`config.mk`:
```
export PLATFORM = sky130hd
export DESIGN_NAME = tdc_phase_accumulator
export DESIGN_NICKNAME = d
export VERILOG_FILES = /design/src/rtl/tdc_pkg.sv /design/src/rtl/tdc_sync.sv /design/src/rtl/tdc_phase_accumulator.sv
export SDC_FILE = /design/constraint.sdc
export NUM_CORES = 1
export LEC_CHECK = 0
export CORE_MARGIN = 2
export CORE_UTILIZATION = 40
export CTS_BUF_LIST = sky130_fd_sc_hd__clkbuf_4
export DETAILED_ROUTE_END_ITERATION = 10
export PLACE_DENSITY_LB_ADDON = 0.15
export REMOVE_ABC_BUFFERS = 1
export SLEW_MARGIN = 10
export SYNTH_ARGS = -nofsm -noshare
export SYNTH_HDL_FRONTEND = slang
export SYNTH_SLANG_ARGS = --single-unit
```
`constraint.sdc`:
```
create_clock -name clk -period 2.59 [get_ports clk]
set_input_delay 0.259 -clock clk [delete_from_list [all_inputs] [get_ports clk]]
set_output_delay 0.259 -clock clk [all_outputs]
set_load 0.03 [all_outputs]
```
`src/rtl/tdc_pkg.sv`:
```
// Shared types, default sizes and helpers for the TDC phase accumulator tile.
package tdc_pkg;

  // Measurement sequencer states.
  typedef enum logic [1:0] {
    IDLE   = 2'd0,
    SETTLE = 2'd1,
    ACCUM  = 2'd2,
    DONE   = 2'd3
  } tdc_state_t;

  localparam int TDC_WINDOW_W    = 8;
  localparam int TDC_CNT_W       = 9;
  localparam int TDC_SYNC_STAGES = 2;

  // Increment that sticks at max_value instead of wrapping.
  function automatic logic [31:0] sat_inc(input logic [31:0] value,
                                          input logic [31:0] max_value);
    return (value >= max_value) ? value : value + 32'd1;
  endfunction

endpackage

```
`src/rtl/tdc_sync.sv`:
```
// Multi-flop synchronizer bringing an asynchronous sensor output into clk.
// Only r_chain[0] ever samples the asynchronous input.
module tdc_sync #(
  parameter int STAGES = 2
) (
  input  logic clk,
  input  logic rst_n,
  input  logic d_i,
  output logic q_o
);

  logic [STAGES-1:0] r_chain;

  // Shift the async input through the flop chain every clock.
  always_ff @(posedge clk or negedge rst_n) begin
    if (!rst_n) begin
      r_chain <= '0;
    end else begin
      r_chain <= {r_chain[STAGES-2:0], d_i};
    end
  end

  assign q_o = r_chain[STAGES-1];

endmodule

```
`src/rtl/tdc_phase_accumulator.sv`:
```
// Samples the sensor's delayed clock over a programmable window and reports
// the number of high samples and of sample-to-sample transitions.
//
// Result handshake: result_valid rises when a window completes and the counts
// hold until result_valid && result_ready is seen on a clock edge with ena=1;
// result_ready has no effect while result_valid is low.
module tdc_phase_accumulator
  import tdc_pkg::*;
#(
  parameter int WINDOW_W    = TDC_WINDOW_W,
  parameter int CNT_W       = TDC_CNT_W,
  parameter int SYNC_STAGES = TDC_SYNC_STAGES
) (
  input  logic                clk,
  input  logic                rst_n,
  input  logic                ena,
  input  logic                delayed_clk_i,
  input  logic                start,
  input  logic [WINDOW_W-1:0] window_len,
  input  logic                result_ready,
  output logic                result_valid,
  output logic [CNT_W-1:0]    hit_count,
  output logic [CNT_W-1:0]    edge_count,
  output logic                busy,
  output logic                overrun,
  output tdc_state_t          dbg_state
);

  localparam int                 LEN_W    = WINDOW_W + 1;
  localparam int                 SET_W    = $clog2(SYNC_STAGES + 1);
  localparam logic [CNT_W-1:0]   CNT_MAX  = '1;
  localparam logic [LEN_W-1:0]   LEN_FULL = {1'b1, {WINDOW_W{1'b0}}};

  logic                w_s;
  logic                w_accept;
  logic [CNT_W-1:0]    w_hit_inc;
  logic [CNT_W-1:0]    w_edge_inc;
  logic [LEN_W-1:0]    w_len;

  tdc_state_t          r_state;
  logic [SET_W-1:0]    r_settle_left;
  logic [LEN_W-1:0]    r_accum_left;
  logic [WINDOW_W-1:0] r_win;
  logic                r_prev;
  logic [CNT_W-1:0]    r_hit;
  logic [CNT_W-1:0]    r_edge;
  logic                r_valid;
  logic                r_busy;
  logic                r_overrun;

  tdc_sync #(
    .STAGES (SYNC_STAGES)
  ) u_sync (
    .clk   (clk),
    .rst_n (rst_n),
    .d_i   (delayed_clk_i),
    .q_o   (w_s)
  );

  // A start is taken from IDLE, or from DONE when the pending result is
  // consumed in the same cycle; anywhere else it is dropped.
  assign w_accept   = start && ((r_state == IDLE) ||
                                ((r_state == DONE) && result_ready));
  assign w_hit_inc  = CNT_W'(sat_inc(32'(r_hit),  32'(CNT_MAX)));
  assign w_edge_inc = CNT_W'(sat_inc(32'(r_edge), 32'(CNT_MAX)));
  // A latched length of zero encodes the full 2^WINDOW_W window.
  assign w_len      = (r_win == '0) ? LEN_FULL : {1'b0, r_win};

  // Measurement sequencer with its counters and registered status outputs.
  always_ff @(posedge clk or negedge rst_n) begin
    if (!rst_n) begin
      r_state       <= IDLE;
      r_settle_left <= '0;
      r_accum_left  <= '0;
      r_win         <= '0;
      r_prev        <= 1'b0;
      r_hit         <= '0;
      r_edge        <= '0;
      r_valid       <= 1'b0;
      r_busy        <= 1'b0;
      r_overrun     <= 1'b0;
    end else if (ena) begin
      if (w_accept) begin
        r_state       <= SETTLE;
        r_win         <= window_len;
        r_settle_left <= SET_W'(SYNC_STAGES);
        r_hit         <= '0;
        r_edge        <= '0;
        r_valid       <= 1'b0;
        r_busy        <= 1'b1;
        r_overrun     <= 1'b0;
      end else begin
        if (start) begin
          r_overrun <= 1'b1;
        end
        case (r_state)
          SETTLE: begin
            // Flush stale synchronizer contents; keep only the final sample
            // as the reference for the first transition check.
            if (r_settle_left == SET_W'(1)) begin
              r_prev       <= w_s;
              r_accum_left <= w_len;
              r_state      <= ACCUM;
            end else begin
              r_settle_left <= r_settle_left - SET_W'(1);
            end
          end
          ACCUM: begin
            if (w_s) begin
              r_hit <= w_hit_inc;
            end
            if (w_s != r_prev) begin
              r_edge <= w_edge_inc;
            end
            r_prev <= w_s;
            if (r_accum_left == LEN_W'(1)) begin
              r_state <= DONE;
              r_valid <= 1'b1;
              r_busy  <= 1'b0;
            end else begin
              r_accum_left <= r_accum_left - LEN_W'(1);
            end
          end
          DONE: begin
            if (result_ready) begin
              r_state <= IDLE;
              r_valid <= 1'b0;
            end
          end
          default: begin
          end
        endcase
      end
    end
  end

  assign result_valid = r_valid;
  assign hit_count    = r_hit;
  assign edge_count   = r_edge;
  assign busy         = r_busy;
  assign overrun      = r_overrun;
  assign dbg_state    = r_state;

endmodule

```
==> reports/metrics.yaml <==
critPathBufInv: 1
dpl_cell_area_mm2: 0.00292
io_pins: 37
routed_via_density: 5.42
post-route-min-period_ps: 2350
grt_overflow: 0
synth_cells: 277
status: "finished clean"
slowest_stage: "dfrtp_1"
max_stage_delay_ps: 460
grt_max_degree: 46
worstPathMaxFanout: 10
clock_latency_ps: 380
dr.first_iter.drc_count: 91
p_leak_nw: 1.36
crit_chain: "ha_1, and3_1, and3_1, ha_1, inv_1, o311ai_0, nor2_2, nand2_1, o31ai_1"
hold_path_class: "primary input to async pin"
routed_wl_um: 5590
wl_met3_um: 179
cp.arrival_ps: 2640
synth_ff_type: "dfrtp_1"
grt_pass1_vias: 2047
routedWlPerCell_um: 14.3
clock_sinks: 45
dp_cells: 384
cap_violations: 0
wl_met2_um: 2610
r2r_setup_slack_ps: 240
drt-met1-wl_um: 2720
post_cts_resize_count: 0
place_congestion: 0.842
ys_seq_elements: 45
diodes: 0
slew_violations: 0
layout.nets: 342
synth.distinct_cells: 44
dp_hpwl_um: 3930
num_vias: 2125
fp.dieW_um: 82.5
skew_ps: 12.6
ys_top_cells_by_area: "dfrtp_1 46%, nand2_1 8.2%, ha_1 6.1%, o21ai_0 3.7%, nand3_1 3.2%"
avgSynthCellArea_um2: 8.90
setup_tns_ps: 0
fin_area_mm2: 0.00299
cts_buffers: 5
start_util: 0.414
required_ps: 2890
critPathLaunchType: "flip-flop"
slew_headroom: 0.343
max_freq_mhz: 426
cp-end-kind: "flip-flop"
rsz0062_at_grt: "no"
finalSetupViolations: 0
synthArstFlopShare: 1.00
die-area_mm2: 0.00681
finalHoldViolations: 0
syn_to_final_growth_pct: 21.5
cp_top_family: "simple AND/OR/NAND/NOR gates"
io_buffer_count: 36
synth_edf_count: 0
ys_top_cells_by_count: "54 x nand2_1, 45 x dfrtp_1, 18 x o21ai_0, 17 x nor2_1, 16 x nand3_1"
drc: 0
synth_top_cell_area_share: 0.457
highest_layer: "met4"
fp-row-count: 28
grt_first_pass_wirelength_um: 9460
synth_area_mm2: 0.00246
core_mm2: 0.00596
hold_buffers: 0
clkTransAtPathRegs_ps: 140
irDropWorstVdd_uv: 466
cts_max_level: 2
synth_top_area_cell: "dfrtp_1"
cts_max_path_buffers: 2
ys_warn_count: 0
layout-drive-gt1-share: 0.0726
root_buffer: "clkbuf_4"
critPathKind: "flip-flop to flip-flop"
grtUsageTotal: 0.183
antenna_found_initial: 0
ys_seq_area_frac: 0.457
power_density_mw_per_mm2: 979
drt-pass1-iter-count: 4
die_h_um: 82.5
synth.most_common_cell: "nand2_1"
post_cts.repair.setup_buffers: 0
fin_cells: 392
cts_tree: "done"
ant_nets: 0
tightest_slew_ps: 985
finalCritPeriodShare: 0.906
area by class of cell:
cell class | count | area (µm²)
fill | 584 | 2960
tap | 75 | 93.8
inverter | 9 | 33.8
multi-input combinational | 214 | 1270
clock buffer | 6 | 45.0
sequential | 45 | 1130
timing repair buffer | 41 | 393
clock inverter | 2 | 33.8
final timing paths:
check                             startpoint           endpoint  cells after the start
setup / recovery               edge_count[0]      edge_count[3]                      9
hold / removal                         rst_n       dbg_state[1]                      1
setup reg to reg               edge_count[0]      edge_count[3]                      9
hold reg to reg            u_sync.r_chain[0]  u_sync.r_chain[1]                      0
max in group asynchronous              rst_n       hit_count[1]                      1
min in group clk               delayed_clk_i  u_sync.r_chain[0]                      1
cells in the final DEF (no fill, tap or decap), types with 3 or more instances in the layout:
master	instances
ha_1	12
nor3_1	6
and3_1	8
nand3_1	16
clkdlybuf4s50_1	35
o21ai_0	18
nand2b_1	8
nand4_1	4
a21oi_1	12
nand2_1	54
dfrtp_1	45
nor4_1	3
xor2_1	7
buf_4	5
or2_2	5
inv_1	9
nor2_1	17
clkbuf_4	6
o22ai_1	8
kinds of logic after synthesis:
| logic type | synth area share |
|---|---|
| compound gates | 0.152 |
| simple gates | 0.260 |
| fa+ha+maj | 0.0609 |
| xor+xnor | 0.0284 |
| mux | 0.0127 |
| buf+inv | 0.0284 |
| flops | 0.457 |
per-layer routing:
layer,vias up,global-route usage
met5,-,0
met4,0,0.0574
met3,6,0.0402
met2,37,0.296
met1,1034,0.245
li1,1048,-
state kept, by name (all words and copies together) (netlist names):
name / cells
r_settle_left: 2
r_accum_left: 9
r_win: 8
dbg_state: 2
r_prev: 1
overrun: 1
result_valid: 1
u_sync.r_chain: 2
busy: 1
hit_count: 9
edge_count: 9
stage by stage:
step / power [W] / setup WS (ps) / util / hold WS [ps]
2_1_floorplan: 0.00204 / 320 / - / -36.6
3_3_place_gp: 0.00247 / 345 / 0.489 / 348
3_5_place_dp: 0.00249 / 247 / 0.489 / 348
4_1_cts: 0.00295 / 248 / 0.503 / 80.6
5_1_grt: 0.00317 / 97.6 / 0.503 / 105
6_report: 0.00293 / 244 / 0.503 / 18.3
power breakdown:
part | internal [W] | switching, W
sequential | 0.000923 | 0.000241
clock | 0.000212 | 0.000244
combinational | 0.000557 | 0.000754
total | 0.00169 | 0.00124
Note: power is estimated with default switching activity, not from simulation.
